<file path="src/rtl/simon_led_sched.sv">
// Shared 4-LED bank scheduler for the Simon game: fixed-priority grants with hold and dark gap.
// Optional attract-mode chase when SIMON_LED_ATTRACT_EN is defined.
module simon_led_sched #(
    parameter int N_LED      = 4,
    parameter int MIN_HOLD   = 4,
    parameter int GAP_CYC    = 2,
    parameter int BLINK_HALF = 8,
    parameter int ATTR_IDLE  = 64
) (
    input  logic             clk,
    input  logic             rst,
    input  logic             fini,
    input  logic             lightAllSl,
    input  logic             lightRndSl,
    input  logic [N_LED-1:0] rndLed,
    input  logic             simonsTurn,
    input  logic [N_LED-1:0] switches,
    output logic [N_LED-1:0] led,
    output logic             grantVld,
    output logic [1:0]       grantId,
    output logic             attractOn
);

    typedef enum logic [1:0] {IDLE, OWN, GAP, ATTRACT} state_t;

    localparam int HW = (MIN_HOLD > 1) ? $clog2(MIN_HOLD) : 1;
    localparam int GW = (GAP_CYC > 1) ? $clog2(GAP_CYC) : 1;
    localparam int BW = (BLINK_HALF > 1) ? $clog2(BLINK_HALF) : 1;
    localparam logic [HW-1:0] HOLD_LAST = HW'(MIN_HOLD - 1);
    localparam logic [GW-1:0] GAP_LAST = GW'((GAP_CYC > 0) ? GAP_CYC - 1 : 0);
    localparam logic [BW-1:0] BLINK_LAST = BW'(BLINK_HALF - 1);
    localparam logic [N_LED-1:0] ONES = '1;

    state_t           state;
    logic [HW-1:0]    holdCnt;
    logic [GW-1:0]    gapCnt;
    logic [BW-1:0]    blinkCnt;
    logic             blinkOn;
    logic [N_LED-1:0] patLatch;

`ifdef SIMON_LED_ATTRACT_EN
    localparam int IW = (ATTR_IDLE > 1) ? $clog2(ATTR_IDLE) : 1;
    localparam logic [IW-1:0] IDLE_LAST = IW'(ATTR_IDLE - 1);
    logic [IW-1:0] idleCnt;
`else
    assign attractOn = 1'b0 & (ATTR_IDLE < 0);
`endif

    logic [3:0]       req;
    logic [3:0]       lowMask;
    logic [1:0]       winId;
    logic [N_LED-1:0] winPat;
    logic [N_LED-1:0] ownPat;
    logic             ownReq;
    logic             higherReq;
    logic             failOwn;
    logic             holdDone;
    logic             arbPoint;
    logic             grantNow;

    function automatic logic [N_LED-1:0] srcPat(
        input logic [1:0]       id,
        input logic [N_LED-1:0] rl,
        input logic [N_LED-1:0] sw
    );
        case (id)
            2'd2:    return rl;
            2'd3:    return sw;
            default: return ONES;
        endcase
    endfunction

    assign req = {!simonsTurn && (|switches), lightRndSl, lightAllSl, fini};

    always_comb begin
        winId = 2'd3;
        if (req[0])      winId = 2'd0;
        else if (req[1]) winId = 2'd1;
        else if (req[2]) winId = 2'd2;
    end

    assign winPat    = srcPat(winId, rndLed, switches);
    assign ownPat    = srcPat(grantId, rndLed, switches);
    assign lowMask   = (4'b0001 << grantId) - 4'b0001;
    assign ownReq    = req[grantId];
    assign higherReq = |(req & lowMask);
    assign failOwn   = (state == OWN) && (grantId == 2'd0);
    assign holdDone  = (state == OWN) && !failOwn && (holdCnt == HOLD_LAST)
                     && (!ownReq || higherReq);
    // With no gap configured, a finished hold arbitrates in the same edge.
    assign arbPoint  = (state == IDLE) || (state == ATTRACT)
                     || ((state == GAP) && (gapCnt == GAP_LAST))
                     || (holdDone && (GAP_CYC == 0));
    assign grantNow  = (fini && !failOwn) || (arbPoint && (|req));

    always_ff @(posedge clk) begin
        if (rst) begin
            state    <= IDLE;
            led      <= '0;
            grantVld <= 1'b0;
            grantId  <= 2'd0;
            holdCnt  <= '0;
            gapCnt   <= '0;
            blinkCnt <= '0;
            blinkOn  <= 1'b0;
            patLatch <= '0;
`ifdef SIMON_LED_ATTRACT_EN
            idleCnt   <= '0;
            attractOn <= 1'b0;
`endif
        end else if (grantNow) begin
            state    <= OWN;
            grantId  <= winId;
            grantVld <= 1'b1;
            holdCnt  <= '0;
            patLatch <= winPat;
            led      <= winPat;
            blinkCnt <= '0;
            blinkOn  <= 1'b1;
`ifdef SIMON_LED_ATTRACT_EN
            idleCnt   <= '0;
            attractOn <= 1'b0;
`endif
        end else begin
            case (state)
                IDLE: begin
                    led      <= '0;
                    grantVld <= 1'b0;
`ifdef SIMON_LED_ATTRACT_EN
                    if (idleCnt == IDLE_LAST) begin
                        state     <= ATTRACT;
                        attractOn <= 1'b1;
                        led       <= N_LED'(1);
                        blinkCnt  <= '0;
                    end else begin
                        idleCnt <= idleCnt + 1'b1;
                    end
`endif
                end
                OWN: begin
                    if (failOwn) begin
                        if (blinkCnt == BLINK_LAST) begin
                            blinkCnt <= '0;
                            blinkOn  <= !blinkOn;
                            led      <= blinkOn ? '0 : ONES;
                        end else begin
                            blinkCnt <= blinkCnt + 1'b1;
                        end
                    end else if (holdDone) begin
                        led      <= '0;
                        grantVld <= 1'b0;
                        if (GAP_CYC == 0) begin
                            state <= IDLE;
`ifdef SIMON_LED_ATTRACT_EN
                            idleCnt <= '0;
`endif
                        end else begin
                            state  <= GAP;
                            gapCnt <= '0;
                        end
                    end else begin
                        if (holdCnt != HOLD_LAST) holdCnt <= holdCnt + 1'b1;
                        // Pattern follows the source only while it keeps asking.
                        if (ownReq) begin
                            patLatch <= ownPat;
                            led      <= ownPat;
                        end else begin
                            led <= patLatch;
                        end
                    end
                end
                GAP: begin
                    if (gapCnt == GAP_LAST) begin
                        state <= IDLE;
`ifdef SIMON_LED_ATTRACT_EN
                        idleCnt <= '0;
`endif
                    end else begin
                        gapCnt <= gapCnt + 1'b1;
                    end
                end
                default: begin
`ifdef SIMON_LED_ATTRACT_EN
                    if (blinkCnt == BLINK_LAST) begin
                        blinkCnt <= '0;
                        led      <= {led[N_LED-2:0], led[N_LED-1]};
                    end else begin
                        blinkCnt <= blinkCnt + 1'b1;
                    end
`else
                    state <= IDLE;
`endif
                end
            endcase
        end
    end

endmodule
</file>
<file path="config.mk">
export PLATFORM = sky130hd
export DESIGN_NAME = simon_led_sched
export DESIGN_NICKNAME = d
export VERILOG_FILES = /design/src/rtl/simon_led_sched.sv
export SDC_FILE = /design/constraint.sdc
export NUM_CORES = 1
export LEC_CHECK = 0
export CAP_MARGIN = 0
export CORE_MARGIN = 2
export CORE_UTILIZATION = 57
export DETAILED_ROUTE_END_ITERATION = 8
export PLACE_DENSITY = 0.93
export SYNTH_ARGS = -nofsm -noshare
export SYNTH_HDL_FRONTEND = slang
export SYNTH_SLANG_ARGS = --single-unit
</file>
<file path="constraint.sdc">
create_clock -name clk -period 2.75 [get_ports clk]
set_input_delay 0.55 -clock clk [delete_from_list [all_inputs] [get_ports clk]]
set_output_delay 0.55 -clock clk [all_outputs]
set_load 0.02 [all_outputs]
</file>
==> results.yml <==
worst_hold_path:
  hp-class: "flop to flop"
clock_tree:
  cts_setup_buffers: 0
  cts_max_level: 1
  cts_sinks: 20
  insertion_delay_ns: 0.30
  cts.clk_slew.worst_paths_ns: 0.10
  ctsHoldBuffers: 0
  root_buffer: "clkbuf_4"
  cts_tree: "yes"
  cts.repair.resized: 0
  clockBufferDepth: 2
  cts_buffers: 3
pwr:
  power_leakage_nw: 0.599
  seq_power_share_pct: 46.5
  p_total_mw: 0.719
  clockPowerShare_pct: 18.8
  internal-power_mw: 0.474
  p_sw_share_pct: 34.1
  p_per_area_nw_per_um2: 442
  ir_drop_mv: 0.432
  comb_power_share_pct: 34.7
  switchingPower_mw: 0.245
worst_setup_path:
  start_kind: "input port"
  path_cells: "clkdlybuf4s50_1, nor4_4, a221oi_4, a21oi_2, buf_4, nor2_1, a211oi_1"
  worst_setup_path_end_kind: "flop"
  cp.arrival_ns: 2.55
  cp_slowest_cell: "clkdlybuf4s50_1"
  cp_max_fo: 9
  path_delay_family: "buffers and inverters"
  cpPeakStageDelay_ns: 0.51
  path_buf_inv: 2
  required_ns: 2.96
  critPathKind: "input port to flop"
floorplanning:
  fp.dieW_um: 53.7
  row_count: 18
  fp.dieH_um: 53.7
  dieArea_um2: 2890
  io_pins: 22
  initial_utilization_pct: 58.5
  core_region_area_um2: 2410
sta:
  slew_headroom_pct: 61.3
  finalSetupTns_ns: 0
  timing.final.crit_share_pct: 85.3
  rsz0062_at_grt: "no"
  setup_violations: 0
  finalMaxSlewViolations: 0
  fin_skew_ns: 0.00573
  tightest_slew_ns: 0.575
  min_period_ns: 2.35
  max_freq_mhz: 426
  hold_viol_final: 0
finish:
  regArea_um2: 400
  layout.nets: 197
  diodes: 0
  drive_gt1_share_pct: 12.0
  n_fill_cell: 177
  multi_input_area_um2: 925
  areaGrowthSynthToFinish_pct: 15.4
placed_design:
  place_congestion: 0.808
  io_buffers: 20
  dp_hpwl_mm: 2.61
synth:
  synth_top_area_share_pct: 28.4
  synth_seq_cells: 20
  ys_top_cells_by_count: "dfxtp_1, nor2_1, a21oi_1"
  synth-main-ff-cell: "dfxtp_1"
  ys_seq_area_share_pct: 28.4
  avgSynthCellArea_um2: 8.81
  synth_edf_count: 0
  synthesis.nets: 180
  ys_warn_count: 0
  yosysTopAreaCell: "dfxtp_1"
  synth_cell_types: 51
  syn_inst: 160
  synth.area.top_cells: "dfxtp_1, mux2i_1, ha_1"
  async_reset_ff_share_pct: 0
  synth_area_um2: 1410
flow_run:
  max_cap_viol_count: 0
grt:
  antenna_found_initial: 0
  overflow: 0
  grt_util_all_layers_pct: 25.6
  grt_pass1_wl_mm: 5.43
  grt_max_degree: 16
  grt_pass1_vias: 1240
status:
  outcome: "finished, final reports clean"
route:
  drc_errors: 0
  num_vias: 1272
  routed_wl_mm: 3.33
  drtAntennaViolNets: 0
  wl_per_cell_um: 16.2
  dr.pass1.iters: 4
  drt-initial-drc-count: 39
  vias_per_cell: 6.20
-- stage by stage --
step | worst slack [ns] | utilization [%] | cells | area, um2 | hold WS, ns
3_5_place_dp | 0.0860 | 66.6 | 202 | 1600 | 0.487
2_1_floorplan | 0.820 | - | 160 | 1410 | 0.457
5_1_grt | 0.221 | 67.5 | 205 | 1630 | 0.528
6_report | 0.405 | 67.5 | 205 | 1630 | 0.505
3_3_place_gp | 0.261 | 66.6 | 202 | 1600 | 0.465
4_1_cts | 0.395 | 67.5 | 205 | 1630 | 0.502
-- kinds of logic (layout without fill, tap and decap cells) --
kind of cell	after synthesis	after routing	synth area share, %
buffers and inverters	16	31	6.03
adder cells (fa/ha/maj)	6	6	5.32
AND/OR/NAND/NOR	57	57	22.9
AO/OA/AOI/OAI	47	47	28.0
multiplexers	11	11	7.81
other	1	1	0.266
XOR/XNOR	2	2	1.24
flip-flops	20	20	28.4
-- state kept, by name, indices dropped and copies added, names as in the netlist --
register,flops
patLatch,4
grantVld,1
grantId,2
state,2
blinkOn,1
holdCnt,2
blinkCnt,3
gapCnt,1
led,4
-- power groups by stage --
stage	Combinational [mW]	Clock, mW	Sequential [mW]
after global routing	0.271	0.140	0.337
final	0.250	0.135	0.334
after detailed placement	0.246	0	0.340
after floorplan	0.155	0	0.349
after global placement	0.236	0	0.338
after CTS	0.248	0.135	0.333
-- layout make-up --
type	instances	area share, %
timing repair buffer	23	13.7
sequential	20	24.6
multi-input combinational	124	56.8
clock buffer	3	1.38
inverter	5	1.15
tap	30	2.31
-- cells in the final DEF, fill, tap and decap left out, drive strengths merged, types with 2 or more instances in the layout --
cell and count:
a211oi 8, a21o 2, a21oi 15, a221oi 6
a31oi 3, buf 3, clkbuf 3, clkdlybuf4s50 20
dfxtp 20, ha 6, inv 5, mux2i 11
nand2 7, nand3 3, nand3b 3, nor2 21
nor3 7, nor4 6, o21ai 4, or2 2
xnor2 2
-- final timing paths --
check | from | endpoint | slack [ns] | cells past startpoint
setup reg to reg | state[0]$_SDFFE_PP0P_ | patLatch[3]$_SDFFE_PP0P_ | 0.41 | 8
hold / removal | holdCnt[1]$_SDFFE_PP0P_ | holdCnt[1]$_SDFFE_PP0P_ | 0.51 | 2
hold reg to reg | holdCnt[1]$_SDFFE_PP0P_ | holdCnt[1]$_SDFFE_PP0P_ | 0.51 | 2
setup / recovery | switches[1] | patLatch[3]$_SDFFE_PP0P_ | 0.40 | 7
-- worst register-to-register path, stage by stage, from the launching register on --
cell,delay (ns)
dfxtp_1,0.40
inv_1,0.09
ha_1,0.31
a21boi_0,0.50
a221oi_4,0.13
a21oi_2,0.29
buf_4,0.22
nor2_1,0.06
a211oi_1,0.24
-- layer usage --
metal	global-route usage, %	share of wire [%]	vias to the layer above	wire (um)
li1	-	-	626	-
met1	32.5	44	597	1450
met2	43.7	50	44	1670
met3	3.06	4.7	5	158
met4	9.83	1.2	0	41
met5	0	0	-	0
No activity file was read; power rests on OpenSTA's default activity.
